[config.mk]
export PLATFORM = sky130hd
export DESIGN_NAME = rtc_bus_ctrl
export DESIGN_NICKNAME = d
export VERILOG_FILES = /design/src/rtl/rtc_bus_ctrl.sv
export SDC_FILE = /design/constraint.sdc
export NUM_CORES = 1
export LEC_CHECK = 0
export CAP_MARGIN = 20
export CORE_ASPECT_RATIO = 1.75
export CORE_MARGIN = 2
export CORE_UTILIZATION = 30
export CTS_CLUSTER_DIAMETER = 60
export CTS_CLUSTER_SIZE = 20
export DETAILED_ROUTE_END_ITERATION = 16
export PLACE_DENSITY = 0.51
export SLEW_MARGIN = 15
export SYNTH_ARGS = -nofsm -noshare
export SYNTH_HDL_FRONTEND = slang
export SYNTH_SLANG_ARGS = --single-unit
[constraint.sdc]
create_clock -name clk -period 2.4 [get_ports clk]
set_input_delay 0.36 -clock clk [delete_from_list [all_inputs] [get_ports clk]]
set_output_delay 0.36 -clock clk [all_outputs]
set_load 0.02 [all_outputs]
[src/rtl/rtc_bus_ctrl.sv]
// Multiplexed address/data RTC bus master with timed strobe phases.
// Define RTC_BUS_BURST_EN to enable multi-beat bursts with address increment.
module rtc_bus_ctrl #(
  parameter int DATA_W  = 8,
  parameter int T_ADS   = 2,
  parameter int T_ACC   = 3,
  parameter int T_ADT   = 1,
  parameter int T_W     = 2,
  parameter int BURST_W = 4
) (
  input  logic              clk,
  input  logic              reset,
  input  logic              start,
  input  logic              rw,
  input  logic [DATA_W-1:0] addr,
  input  logic [BURST_W-1:0] burst_len,
  input  logic [DATA_W-1:0] wdata,
  input  logic [DATA_W-1:0] ad_in,
  output logic [DATA_W-1:0] ad_out,
  output logic              ad_oe,
  output logic              AD,
  output logic              CS,
  output logic              RD,
  output logic              WR,
  output logic              busy,
  output logic              done,
  output logic              beat_done,
  output logic [DATA_W-1:0] rdata
);

  localparam int CNT_W = 8;

  // Counter reload values are length-1; a zero length behaves as one clock.
  localparam logic [CNT_W-1:0] L_ADS =
    CNT_W'((T_ADS < 1) ? 0 : T_ADS - 1);
  localparam logic [CNT_W-1:0] L_ACC =
    CNT_W'((T_ACC < 1) ? 0 : T_ACC - 1);
  localparam logic [CNT_W-1:0] L_ADT =
    CNT_W'((T_ADT < 1) ? 0 : T_ADT - 1);
  localparam logic [CNT_W-1:0] L_W =
    CNT_W'((T_W < 1) ? 0 : T_W - 1);

  typedef enum logic [2:0] {
    S_IDLE, S_ADS, S_AACC, S_ADT,
    S_TW, S_DACC, S_DREC, S_DONE
  } state_t;

  state_t            state_q, state_d;
  logic [CNT_W-1:0]  cnt_q, cnt_d;
  logic [DATA_W-1:0] addr_q, addr_d;
  logic              rw_q, rw_d;
  logic [DATA_W-1:0] wdata_q, wdata_d;
  logic [DATA_W-1:0] rdata_q, rdata_d;
  logic              beat_done_q, beat_done_d;
  logic              last;

`ifdef RTC_BUS_BURST_EN
  logic [BURST_W-1:0] beats_q, beats_d;
`else
  logic unused_burst;
  assign unused_burst = ^burst_len;
`endif

  assign last = (cnt_q == '0);

  always_comb begin
    state_d     = state_q;
    cnt_d       = cnt_q;
    addr_d      = addr_q;
    rw_d        = rw_q;
    wdata_d     = wdata_q;
    rdata_d     = rdata_q;
    beat_done_d = 1'b0;
`ifdef RTC_BUS_BURST_EN
    beats_d     = beats_q;
`endif
    if (!last) cnt_d = cnt_q - 1'b1;
    unique case (state_q)
      S_IDLE: if (start) begin
        state_d = S_ADS;
        cnt_d   = L_ADS;
        addr_d  = addr;
        rw_d    = rw;
`ifdef RTC_BUS_BURST_EN
        beats_d = burst_len;
`endif
      end
      S_ADS: if (last) begin
        state_d = S_AACC;
        cnt_d   = L_ACC;
      end
      S_AACC: if (last) begin
        state_d = S_ADT;
        cnt_d   = L_ADT;
      end
      S_ADT: if (last) begin
        state_d = S_TW;
        cnt_d   = L_W;
        wdata_d = wdata;
      end
      S_TW: if (last) begin
        state_d = S_DACC;
        cnt_d   = L_ACC;
      end
      S_DACC: if (last) begin
        if (!rw_q) rdata_d = ad_in;
        state_d     = S_DREC;
        cnt_d       = L_W;
        beat_done_d = 1'b1;
      end
      S_DREC: if (last) begin
        state_d = S_DONE;
        cnt_d   = '0;
`ifdef RTC_BUS_BURST_EN
        if (beats_q != '0) begin
          state_d = S_ADS;
          cnt_d   = L_ADS;
          addr_d  = addr_q + 1'b1;
          beats_d = beats_q - 1'b1;
        end
`endif
      end
      S_DONE: state_d = S_IDLE;
    endcase
  end

  always_ff @(posedge clk or negedge reset) begin
    if (!reset) begin
      state_q     <= S_IDLE;
      cnt_q       <= '0;
      addr_q      <= '0;
      rw_q        <= 1'b0;
      wdata_q     <= '0;
      rdata_q     <= '0;
      beat_done_q <= 1'b0;
`ifdef RTC_BUS_BURST_EN
      beats_q     <= '0;
`endif
    end else begin
      state_q     <= state_d;
      cnt_q       <= cnt_d;
      addr_q      <= addr_d;
      rw_q        <= rw_d;
      wdata_q     <= wdata_d;
      rdata_q     <= rdata_d;
      beat_done_q <= beat_done_d;
`ifdef RTC_BUS_BURST_EN
      beats_q     <= beats_d;
`endif
    end
  end

  // Bus pins decode straight from state so reset releases them at once.
  always_comb begin
    AD     = 1'b1;
    CS     = 1'b1;
    RD     = 1'b1;
    WR     = 1'b1;
    ad_oe  = 1'b0;
    ad_out = '0;
    unique case (state_q)
      S_ADS: begin
        AD     = 1'b0;
        ad_oe  = 1'b1;
        ad_out = addr_q;
      end
      S_AACC: begin
        AD     = 1'b0;
        CS     = 1'b0;
        WR     = 1'b0;
        ad_oe  = 1'b1;
        ad_out = addr_q;
      end
      S_ADT: begin
        AD     = 1'b0;
        ad_oe  = 1'b1;
        ad_out = addr_q;
      end
      S_TW: begin
        ad_oe  = rw_q;
        ad_out = rw_q ? wdata_q : '0;
      end
      S_DACC: begin
        CS     = 1'b0;
        RD     = rw_q;
        WR     = !rw_q;
        ad_oe  = rw_q;
        ad_out = rw_q ? wdata_q : '0;
      end
      default: ;
    endcase
  end

  assign busy      = (state_q != S_IDLE);
  assign done      = (state_q == S_DONE);
  assign beat_done = beat_done_q;
  assign rdata     = rdata_q;

endmodule

# ---- Yosys cells after proc, flatten, opt, wreduce, memory -nomap -nowiden
# Cells that the tools add are included.
dict set report classes {
  addsub 1
  n_eq_ne 14
  n_mux 23
  bitwise 1
  n_reduce_logical 14
}
# operator n
set op_table {}
lappend op_table {{$mux 8} 6}
lappend op_table {{$pmux 8 s4} 1}
lappend op_table {{$pmux 3 s8} 1}
lappend op_table {{$mux 3} 7}
lappend op_table {{$pmux 8 s2} 1}
lappend op_table {{$ne 2x2->1 const B} 7}
lappend op_table {{$eq 3x3->1 const B} 4}
lappend op_table {{$reduce_or 2->1} 5}
lappend op_table {{$logic_not 8->1} 1}
lappend op_table {{$sub 8x1->8 const B} 1}
lappend op_table {{$reduce_and 7->1} 1}
lappend op_table {{$eq 3x2->1 const B} 2}
lappend op_table {{$mux 1} 5}
lappend op_table {{$pmux 1 s2} 2}
lappend op_table {{$reduce_and 2->1} 2}
lappend op_table {{$eq 3x1->1 const B} 1}
lappend op_table {{$logic_not 3->1} 1}
lappend op_table {{$reduce_and 3->1} 1}
lappend op_table {{$reduce_bool 3->1} 1}
lappend op_table {{$reduce_or 3->1} 1}
lappend op_table {{$logic_not 1->1} 1}
lappend op_table {{$not 1->1} 1}
dict set report word_totals {
  regBits 37
  in_bits 32
  output_inout_bits 24
  word_cells 60
}

# ---- Logic depth before layout (Yosys ltp)
dict set report logic_depth {
  word_depth 4
  ltp_mapped 9
  depth_no_buf 8
}

# ---- Worst setup path before layout
# OpenSTA, ideal clock, no wires.
dict set report synth_path {
  path_type {reg-to-reg}
  startpoint {register cnt_q[4]}
  endpoint {register cnt_q[0]}
  setup_time_ps 152
  arrival_time_ps 1949
  t_required_ps 2248
  setup_slack_ps 299
  stages_incl_launch_ff 8
  path_buffers 1
  synth_period_minus_slack_ps 2101
  path_cell_list {dfrtp_1 -> or4_4 -> or3_1 -> buf_2 -> ha_1 -> a21oi_1 -> o21ai_0 -> nand4_1}
}
dict set report synth_via {
  elab_chain_cells 4
  word_cells_on_any_way 7
  classes_between {6 x mux; 1 x reduce/logical}
}
# item line_no
set synth_lines {}
lappend synth_lines {{start, declared} 49} ;# logic [CNT_W-1:0] cnt_q, cnt_d;
lappend synth_lines {{start signal, assigned} 141} ;# cnt_q <= cnt_d;
lappend synth_lines {{$logic_not 8->1 (*)} 64} ;# assign last = (cnt_q == '0);
lappend synth_lines {{$mux 8} 77} ;# if (!last) cnt_d = cnt_q - 1'b1;
lappend synth_lines {{$mux 8, on equally long branches} n/a}
lappend synth_lines {{$pmux 8 s4 (*)} 78} ;# unique case (state_q)
lappend synth_lines {{net cnt_d[0]} 49}
# The timed path passes the listed nets; every way through them passes the cells marked *.
# A chain may end at the register's enable or synchronous reset.

# ---- Worst setup path after layout
dict set report layout_path {
  startpoint {register state_q[1]}
  endpoint {output ad_out[6]}
}
dict set report layout_via {
  elab_chain_cells 3
  word_cells_on_any_way 8
  classes_between {5 x eq/ne; 1 x mux; 2 x reduce/logical}
}
# item line_no
set layout_lines {}
lappend layout_lines {{start, declared} 48} ;# state_t state_q, state_d;
lappend layout_lines {{start signal, assigned} 140} ;# state_q <= state_d;
lappend layout_lines {{$eq 3x2->1 (tied with other cells)} 161} ;# unique case (state_q)
lappend layout_lines {{$reduce_or 3->1 (no source line) or $reduce_or 2->1 (tied branches)} n/a}
lappend layout_lines {{$pmux 8 s2 (*)} 161}
lappend layout_lines {{end, declared} 19} ;# output logic [DATA_W-1:0] ad_out,
# Every way passes the cells marked *; elsewhere a longest branch is shown, timed or not.

==> impl_metrics.py <==
metrics = {
    "status": {
        "status": "finished clean",
    },
    "clock_tree": {
        "cts_tree": "built",
        "clk_latency_ps": 290,
        "cts_buffers": 5,
        "cts_root_buf": "clkbuf_8",
        "cts.htree.levels": 2,
        "path_clk_slew_ps": 80,
        "clock_sinks": 37,
        "hold_buffers": 0,
        "clk_path_buf_depth": 2,
    },
    "placed_design": {
        "place_inst": 295,
        "dpl.hpwl_mm": 3.67,
        "place_congestion": 0.797,
        "dp_slack_ps": -146,
        "io_buffers": 51,
    },
    "power_and_ir_drop": {
        "seqPwrFrac": 0.563,
        "powerDensity_nw_per_um2": 413,
        "p_clk_frac": 0.387,
        "switchingPower_uw": 246,
        "combPwrFrac": 0.050,
        "power.leakage_nw": 1.20,
        "internal-power_uw": 861,
        "peakVddDrop_mv": 0.434,
        "swShare": 0.222,
    },
    "drt": {
        "wl_mm": 4.69,
        "ant_nets": 0,
        "dr.pass1.iters": 3,
        "vias": 1450,
        "drc": 0,
        "routed_via_density": 4.79,
        "post_drt_wl_per_cell_um": 15.5,
        "dr.first_iter.drc_count": 26,
    },
    "cells_and_area": {
        "drive_above_1_share": 0.269,
        "syn2layout_area_growth_pct": 41.9,
        "nNetsFinal": 263,
        "stdcell_count": 303,
        "utilization": 0.437,
        "n_antenna_cell": 0,
    },
    "synth": {
        "synth-seq-cells": 37,
        "yosysMostFrequentCell": "dfrtp_1",
        "mappedNetlistArea_sq_um": 1890,
        "synthCells": 157,
        "yosys.area.top_type": "dfrtp_1",
        "synth_flop_cell": "dfrtp_1",
        "yosysTopAreaCellShare": 0.491,
        "synth_commonest_cells": "37 x dfrtp_1, 26 x mux2_2, 11 x nor2_1",
        "async_reset_ff_frac": 1.00,
        "syn_area_per_cell_sq_um": 12.0,
        "syn_nets": 198,
        "synth.area.top_cells": "dfrtp_1 49%, mux2_2 16%, ha_1 6.0%, a22o_1 3.7%, nor4_4 2.3%",
        "synth_cell_types": 37,
        "ys_warn_count": 0,
        "ys_seq_area_frac": 0.491,
        "synth_edf_count": 0,
    },
    "timing": {
        "hold_ws_ps": 170,
        "fin_crit_sh": 0.964,
        "slew_headroom": 0.434,
        "tns_ps": 0,
        "setup_viol": 0,
        "drv_slew": 0,
        "clock.fmax_mhz": 432,
        "fin_crit_ps": 2310,
        "fin_ws_ps": 85.5,
        "rsz0062_at_grt": "false",
        "hold_violations": 0,
        "fin_skew_ps": 5.29,
        "worstMarginPinSlew_ps": 850,
    },
    "setup_path": {
        "cp_max_fo": 11,
        "crit_arrival_ps": 1950,
        "worstPathRequired_ps": 2040,
        "startpoint": "state_q[1]",
        "cp-start-kind": "register",
        "worstRegToRegCells": 8,
        "worstSetupPathType": "register to output pin",
        "r2r_end": "rdata[0]",
        "rrSetupSlack_ps": 220,
        "timing.rr.start": "state_q[1]",
        "critPathCapture": "ad_out[6]",
        "end_kind": "output pin",
    },
    "floorplan": {
        "dieWidth_um": 64.0,
        "start_util": 0.308,
        "die_height_um": 109,
        "dieArea_sq_um": 6960,
        "io_pins": 56,
        "placementRows": 38,
        "core-area_sq_um": 6130,
    },
    "global_routing": {
        "grt.total_usage": 0.149,
        "grt_max_degree": 38,
        "antenna_found_initial": 0,
        "grt_overflow": 0,
        "grt_pass1_wl_mm": 7.89,
        "grt_pass1_vias": 1610,
    },
    "job": {
        "cap_violations": 0,
    },
    "min_path": {
        "worstHoldPathType": "input pin to async pin",
    },
}
-- worst max-delay path, cell delays in order, from the launching register on --
cell and delay, ps:
dfrtp_1 390, inv_1 80, ha_1 220, buf_4 190, o211a_4 280, a22o_1 180
dlygate4sd2_1 310
-- power by group through the flow --
stage / registers, mW / clock network (mW) / logic (mW)
floorplan: 0.635 / 0 / 0.000686
global placement: 0.635 / 0 / 0.0565
detailed placement: 0.635 / 0 / 0.0573
CTS: 0.623 / 0.445 / 0.0574
global route: 0.623 / 0.475 / 0.0611
finish: 0.623 / 0.428 / 0.0557
-- worst min path at each step --
stage / startpoint / endpoint / slack [ps] / cells after the start
after global routing: reset / cnt_q[3] / 230 / 1
after detailed placement: addr_q[0] / addr_q[0] / 500 / 1
after floorplan: reset / addr_q[0] / 60 / 0
after global placement: addr_q[6] / addr_q[6] / 490 / 1
final: reset / cnt_q[3] / 170 / 1
after CTS: reset / rdata[1] / 200 / 1
-- state kept, by name, indices dropped and copies added (netlist names) --
name and cells:
wdata_q 8, state_q 3, beat_done 1, cnt_q 8, rdata 8, rw_q 1, addr_q 8
-- per-layer routing --
metal | routed length (um) | up-vias | track usage
met1 | 1710 | 717 | 0.156
met2 | 2720 | 34 | 0.283
met5 | 0 | - | 0
li1 | - | 692 | -
met4 | 78 | 0 | 0.0559
met3 | 183 | 7 | 0.0320
-- metrics by stage --
step           power, mW  area [sq um]
3_5_place_dp       0.693          2570
4_1_cts             1.12          2660
3_3_place_gp       0.692          2570
6_report            1.11          2680
2_1_floorplan      0.636          1890
5_1_grt             1.16          2680
-- cell families (layout without fill, tap and decap cells) --
kind of cell / after synthesis / in the layout / synth area share
AND/OR/NAND/NOR: 38 / 38 / 0.126
flip-flops: 37 / 37 / 0.491
multiplexers: 30 / 30 / 0.178
AO/OA/AOI/OAI: 27 / 27 / 0.105
buffers and inverters: 13 / 79 / 0.0265
adder cells (fa/ha/maj): 9 / 9 / 0.0597
XOR/XNOR: 3 / 3 / 0.0139
-- repair_timing --
item                       CTS  global route
setup endpoints to repair   12            12
setup buffers                0             0
resized for setup           17            14
-- cells in the final DEF (no fill, tap or decap), drive strengths merged, types with 2 or more instances in the layout --
cell / n
dfrtp: 37
clkdlybuf4s50: 36
mux2: 28
buf: 14
nor2: 11
ha: 9
a22o: 8
inv: 7
clkbuf: 7
nand2: 6
o21ai: 6
clkdlybuf4s15: 6
a21oi: 5
nor4: 5
nand2b: 4
dlymetal6s2s: 3
dlygate4sd2: 3
xnor2: 2
o31ai: 2
mux2i: 2
or2: 2
clkinv: 2
or4: 2
-- area by class of cell --
cell class / instances / area (sq um)
fillers: 639 / 3460
multi-input cells: 107 / 942
flip-flops and latches: 37 / 926
repair buffers: 64 / 597
well taps: 80 / 100
clock buffers: 5 / 68.8
inverters: 7 / 26.3
clock inverters: 3 / 17.5
(Power assumes the default switching activity.)
